**config.mk**
```make
export PLATFORM = sky130hd
export DESIGN_NAME = seq_controller
export DESIGN_NICKNAME = d
export VERILOG_FILES = /design/src/rtl/seq_controller.sv
export SDC_FILE = /design/constraint.sdc
export NUM_CORES = 1
export LEC_CHECK = 0
export CAP_MARGIN = 10
export CELL_PAD_IN_SITES_DETAIL_PLACEMENT = 0
export CELL_PAD_IN_SITES_GLOBAL_PLACEMENT = 1
export CORE_UTILIZATION = 35
export DETAILED_ROUTE_END_ITERATION = 10
export GPL_TIMING_DRIVEN = 0
export PLACE_DENSITY_LB_ADDON = 0.1
export SLEW_MARGIN = 15
export SYNTH_ARGS = -nofsm -noshare
export SYNTH_HDL_FRONTEND = slang
export SYNTH_SLANG_ARGS = --single-unit
export TNS_END_PERCENT = 30
```
**constraint.sdc**
```tcl
create_clock -name clock -period 3.7 [get_ports clock]
set_input_delay 0.555 -clock clock [delete_from_list [all_inputs] [get_ports clock]]
set_output_delay 0.555 -clock clock [all_outputs]
set_load 0.05 [all_outputs]
```
**src/rtl/seq_controller.sv**
```systemverilog
// Memory-game sequencer: replays a ROM sequence on the LEDs, then checks the
// player's button presses step by step, growing the round up to 16 steps.
module seq_controller #(
    parameter int SHOW_CYCLES    = 4,
    parameter int GAP_CYCLES     = 2,
    parameter int TIMEOUT_CYCLES = 64
) (
    input  logic       clock,
    input  logic       reset,
    input  logic       start,
    input  logic [3:0] botoes,
    input  logic [3:0] saida,
    output logic [3:0] address,
    output logic [3:0] leds,
    output logic [4:0] nivel,
    output logic       busy,
    output logic       win,
    output logic       lose
);

    localparam int TMAX_A = (SHOW_CYCLES > GAP_CYCLES) ? SHOW_CYCLES : GAP_CYCLES;
    localparam int TMAX   = (TMAX_A > TIMEOUT_CYCLES) ? TMAX_A : TIMEOUT_CYCLES;
    localparam int TW     = (TMAX > 1) ? $clog2(TMAX) : 1;

    localparam logic [TW-1:0] SHOW_LAST    = TW'(SHOW_CYCLES - 1);
    localparam logic [TW-1:0] GAP_LAST     = TW'(GAP_CYCLES - 1);
    localparam logic [TW-1:0] TIMEOUT_LAST = TW'(TIMEOUT_CYCLES - 1);

    typedef enum logic [2:0] {
        S_IDLE,
        S_SHOW_ON,
        S_SHOW_GAP,
        S_WAIT_IN,
        S_WIN,
        S_LOSE
    } state_t;

    state_t          r_state;
    logic [3:0]      r_address;
    logic [3:0]      r_leds;
    logic [4:0]      r_nivel;
    logic [TW-1:0]   r_timer;
    logic            r_replay;

    logic            w_last_step;
    logic            w_press;
    logic            w_match;
    logic            w_full;

    assign w_last_step = ({1'b0, r_address} == (r_nivel - 5'd1));
    assign w_press     = |botoes;
    assign w_match     = (botoes == saida);
    assign w_full      = (r_nivel == 5'd16);

    always_ff @(posedge clock or negedge reset) begin
        if (!reset) begin
            r_state   <= S_IDLE;
            r_address <= '0;
            r_leds    <= '0;
            r_nivel   <= 5'd1;
            r_timer   <= '0;
            r_replay  <= 1'b0;
        end else begin
            case (r_state)
                S_IDLE, S_WIN, S_LOSE: begin
                    if (start) begin
                        r_state   <= S_SHOW_ON;
                        r_nivel   <= 5'd1;
                        r_address <= '0;
                        r_timer   <= '0;
                        r_leds    <= '0;
                        r_replay  <= 1'b0;
                    end
                end
                S_SHOW_ON: begin
                    r_leds <= saida;
                    if (r_timer == SHOW_LAST) begin
                        r_timer <= '0;
                        r_state <= S_SHOW_GAP;
                    end else begin
                        r_timer <= r_timer + 1'b1;
                    end
                end
                S_SHOW_GAP: begin
                    r_leds <= '0;
                    if (r_timer == GAP_LAST) begin
                        r_timer <= '0;
                        // A gap entered after a completed round restarts playback at step 0
                        if (r_replay) begin
                            r_replay <= 1'b0;
                            r_state  <= S_SHOW_ON;
                        end else if (w_last_step) begin
                            r_address <= '0;
                            r_state   <= S_WAIT_IN;
                        end else begin
                            r_address <= r_address + 4'd1;
                            r_state   <= S_SHOW_ON;
                        end
                    end else begin
                        r_timer <= r_timer + 1'b1;
                    end
                end
                S_WAIT_IN: begin
                    r_leds <= botoes;
                    if (w_press) begin
                        r_timer <= '0;
                        if (!w_match) begin
                            r_leds  <= '0;
                            r_state <= S_LOSE;
                        end else if (!w_last_step) begin
                            r_address <= r_address + 4'd1;
                        end else if (w_full) begin
                            r_leds  <= 4'b1111;
                            r_state <= S_WIN;
                        end else begin
                            r_nivel   <= r_nivel + 5'd1;
                            r_address <= '0;
                            r_replay  <= 1'b1;
                            r_state   <= S_SHOW_GAP;
                        end
                    end else if (r_timer == TIMEOUT_LAST) begin
                        r_timer <= '0;
                        r_leds  <= '0;
                        r_state <= S_LOSE;
                    end else begin
                        r_timer <= r_timer + 1'b1;
                    end
                end
                default: begin
                    r_state <= S_IDLE;
                end
            endcase
        end
    end

    assign address = r_address;
    assign leds    = r_leds;
    assign nivel   = r_nivel;
    assign busy    = (r_state == S_SHOW_ON) || (r_state == S_SHOW_GAP) || (r_state == S_WAIT_IN);
    assign win     = (r_state == S_WIN);
    assign lose    = (r_state == S_LOSE);

endmodule

```
Word level (Yosys, flattened, before mapping)
Cells that the tools add are included.

word-level totals
  flip-flop bits (word level) = 23
  input bits = 11

operators by class
  reductions and logical operators = 13
  multiplexer cells = 45
  eq/ne operators = 22
  add/subtract/negate cells = 4

operators with widths
  kind                                            number
  2-to-1 mux 4 bit                                13
  2-to-1 mux 6 bit                                5
  2-to-1 mux 5 bit                                5
  2-to-1 mux 3 bit                                8
  one-hot mux 6 bit (4 select lines)              1
  inequality test 2 bit (second input constant)   8
  one-hot mux 4 bit (4 select lines)              1
  AND reduction 7 bit                             2
  one-hot mux 3 bit (4 select lines)              1
  one-hot mux 4 bit (3 select lines)              1
  one-hot mux 5 bit (2 select lines)              1
  adder 6 x 1 -> 6 bit (second input constant)    1
  == test 3 x 2 -> 1 bit (second input constant)  2
  == test 3 bit (second input constant)           2
  == test 6 x 1 -> 1 bit (second input constant)  1
  == test 6 x 2 -> 1 bit (second input constant)  1
  == test 6 bit (second input constant)           1
  2-to-1 mux 1 bit                                6
  inequality test 3 bit (second input constant)   2
  AND reduction 6 bit                             1
  adder 5 x 1 -> 5 bit (second input constant)    1
  == test 4 x 5 -> 1 bit                          1
  == test 5 bit (second input constant)           1
  AND reduction 5 bit                             1
  other kinds (15)                                17

Logic depth before layout (Yosys ltp)
  depth in word-level cells = 6
  gate-level depth with buffers = 9

Worst setup path after synthesis
No wires, ideal clock.

  path kind = register -> register
  start point = reg r_nivel[0], in the netlist nivel[0]
  end point = reg r_state[2]
  slack = 1.128 ns
  stages on the path, launching flop included = 8
  arrival = 2.444 ns
  setup time = 0.128 ns
  clock period less this slack = 2.572 ns
  path through = dfstp_2 > inv_1 > ha_1 > o21ba_1 > a221o_1 > a211o_1 > a21oi_1 > mux2_1

on the way
  cells in the longest elaborated chain, start to end = 6
  elaborated cells between the ends (all ways) = 10
  classes of those cells = add/sub (1); eq/ne (3); mux (5); reduce/logical (1)

ends and longest elaborated chain
  what                                                               RTL line  text
  from (decl)                                                        41        logic [4:0] r_nivel;
  from (signal assigned)                                             116       r_nivel <= r_nivel + 5'd1;
  branches (longest 6 deep; another with subtractor 5 x 1 -> 5 bit)  -
  to (signal assigned)                                               67        r_state <= S_SHOW_ON;
  to (signal assigned)                                               109       r_state <= S_LOSE;
  to (signal assigned)                                               114       r_state <= S_WIN;
  to (decl)                                                          38        state_t r_state;

Parallel ways; which one is timed is not known. The select of a mux whose other input is x is not followed.
A chain may end at the register's enable or synchronous reset.

Worst setup path after layout
  start point = reg r_nivel[0], in the netlist nivel[0]
  end point = reg r_nivel[4], in the netlist nivel[4]

on the way
  cells in the longest elaborated chain, start to end = 6
  elaborated cells between the ends (all ways) = 12
  classes of those cells = add/sub (2); eq/ne (4); mux (5); reduce/logical (1)

ends and longest elaborated chain
  what                                RTL line  text
  adder 5 x 1 -> 5 bit                116
  2-to-1 mux 5 bit                    112       end else if (w_full) begin
  2-to-1 mux 5 bit                    110       end else if (!w_last_step) begin
  2-to-1 mux 5 bit                    107       if (!w_match) begin
  2-to-1 mux 5 bit                    105       if (w_press) begin
  one-hot mux 5 bit (2 select lines)  64        case (r_state)

Parallel ways exist; a longest one is shown, timed or not. The select of a mux whose other input is x is not followed.

==> reports/qor.csv <==
metric,value,unit
antenna_found_initial,0,
skew,0.00449,ns
drtAntennaViolNets,0,
clockBufferDepth,2,
synthFlopType,dfrtp_1,
hp-class,input port to async pin,
fp-row-count,23,
coreArea,4090,sq um
vdd_drop_max,0.462,mV
postSynthCellCount,169,
leakage,0.000787,uW
grt_overflow,0,
dpl.hpwl,2.89,mm
critPathCaptureType,register,
netlist_area,1520,sq um
final_cells,249,
fmax,0.376,GHz
clk-insertion-delay-late,0.27,ns
finalSetupViolations,0,
finalSetupTns,0,ns
fin_ws,1.04,ns
worst_pin_slew,0.704,ns
critical_path.top_delay_family,compound AO/OA/AOI/OAI gates,
cts_num_sinks,23,
grt_max_degree,24,
grt_first_pass_wirelength,6.27,mm
avgRoutedWirePerCell,15.9,um
die_h,67.9,um
outcome,"finished, final reports clean",
route.vias.total,1421,
die_area,4610,sq um
max-slew-margin-rel,0.524,
wl,3.96,mm
yosys_register_bits,23,
first_global_vias,1332,
cts.clk_slew.worst_paths,0.09,ns
cts_tree,yes,
start_util,0.372,
yosys_warnings,0,
nNetsFinal,216,
synth_async_sr_flop_share,1.00,
power_density,825,nW/um^2
drt_pass1_iterations,4,
critPathRequiredTime,3.91,ns
synth_top_area_cell,dfrtp_1,
portBuffers,26,
yosysSeqAreaShare,0.379,
drc,0,
drv_slew,0,
gp_congestion,0.803,
cap_violations,0,
avgSynthCellArea,9.00,sq um
crit_fanout,6,
crit_arrival,2.87,ns
slowest_delay,0.59,ns
io_pins,27,
vias_per_cell,5.71,
postCtsResizedCells,0,
first_iter_violations,99,
finalPower,1560,uW
area_growth,23.9,%
diodes,0,
timing.final.hold_violations,0,
rsz0062_at_grt,no,
drive_above_1_share,0.0653,
path_buf_inv,1,
pre_cts_ws,0.893,ns
htreeDepth,1,
nFillCells,382,
fin_crit_sh,0.719,
numCtsBuffers,3,
numPlacedInstances,245,
critical_path_class,register to register,
synth_nets,185,
fin_crit,2.66,ns
yosys.area.top_type_share,0.362,
cp_slowest_cell,dfstp_2,
cts_root_buf,clkbuf_8,
synth_area_leaders,"dfrtp_1 36%, nand2_1 5.2%, o21ai_1 4.3%",
synth_edf_count,0,
synth.distinct_cells,50,
worstPathCellList,inv_1 > ha_1 > o21ba_1 > a221o_1 > a2111oi_4 > and2_1 > a41oi_1 > nor2_1,
cp-start-kind,register,
postCtsHoldBufs,0,
grt_use_total,0.183,
utilization,0.461,
dieWidth,67.9,um
cts_setup_buffers,0,
-- worst register-to-register path: cells and delay by family (launching register included) --
family	cells	cell delay, ns
AOI/OAI and AO/OA	4	1.23
buffers and inverters	1	0.08
and+or+nand+nor	2	0.42
DFF	1	0.59
adders and majority gates	1	0.26
-- synth_stat cells (all sizes together), types with 2 or more instances --
cell	n
a21oi	4
a22oi	4
a31oi	2
and2	2
and3	3
clkbuf	5
dfrtp	22
ha	5
inv	4
mux2	2
mux2i	3
nand2	21
nand2b	7
nand3	6
nor2	12
nor2b	4
nor3	5
nor4	3
o211ai	2
o21a	2
o21ai	14
o22ai	3
o2bb2ai	2
or2	2
xnor2	5
xor2	6
-- sequential cells by signal (all words and copies together), names as in the netlist --
register,cells
address,4
leds,4
nivel,5
r_replay,1
r_state,3
r_timer,6
-- logic make-up (layout without fill, tap and decap cells) --
| family | after synthesis | after routing | share of synthesized area |
|---|---|---|---|
| AOI/OAI and AO/OA | 46 | 46 | 0.221 |
| xor gates and xnor gates | 11 | 11 | 0.0633 |
| adders and majority gates | 5 | 5 | 0.0411 |
| buffers and inverters | 9 | 39 | 0.0222 |
| DFF | 23 | 23 | 0.379 |
| muxes | 5 | 5 | 0.0345 |
| and+or+nand+nor | 70 | 70 | 0.238 |
-- metal layers --
metal / vias to the layer above / global-route usage / wire [um]
met5: - / 0 / 0
met4: 0 / 0.0703 / 74
met3: 9 / 0.0383 / 237
met2: 52 / 0.294 / 1770
met1: 686 / 0.237 / 1880
li1: 674 / - / -
-- layout make-up --
type | instances | area (sq um) | area share
sequential | 23 | 577 | 0.306
buffer | 5 | 18.8 | 0.00995
timing repair buffer | 26 | 255 | 0.135
tap | 50 | 62.6 | 0.0332
multi-input combinational | 137 | 911 | 0.483
clock buffer | 3 | 41.3 | 0.0219
clock inverter | 1 | 5.00 | 0.00265
inverter | 4 | 15.0 | 0.00796
-- path summary, 6_finish.rpt --
kind                            depth (start not counted)     start        to  slack (ns)
worst min register to register                          2   leds[3]   leds[3]        0.50
max in group asynchronous                               1     reset  nivel[0]        3.07
worst max-delay path                                    8  nivel[0]  nivel[4]        1.04
min in group clock                                      2   leds[3]   leds[3]        0.50
worst min-delay path                                    1     reset  nivel[4]        0.25
worst max register to register                          8  nivel[0]  nivel[4]        1.04
-- stage by stage --
step	instance area, sq um	hold slack, ns
3_3_place_gp	1840	0.479
5_1_grt	1890	0.294
3_5_place_dp	1840	0.483
4_1_cts	1890	0.506
2_1_floorplan	1520	0.259
6_report	1890	0.249
-- power breakdown --
part           leakage, uW  switching (uW)  total (uW)  internal [uW]
combinational     0.000457             634         990            356
sequential        0.000304            73.9         403            329
clock            0.0000255            88.6         164           75.5
-- layout by cell type, fill, tap and decap left out, types with 3 or more instances in the layout --
cell	Yosys	routed
inv_1	4	4
o22ai_1	3	3
a22oi_1	4	4
clkbuf_8	0	3
o21ai_1	13	13
nor3_1	4	4
clkdlybuf4s50_1	0	25
nor2_1	12	12
ha_1	5	5
dfrtp_1	22	22
nor2b_1	4	4
mux2i_1	3	3
and3_1	3	3
nand2b_1	7	7
nand2_1	21	21
xor2_1	6	6
clkbuf_1	5	5
a21oi_1	4	4
xnor2_1	5	5
nand3_1	6	6
No activity file was read; power rests on OpenSTA's default activity.
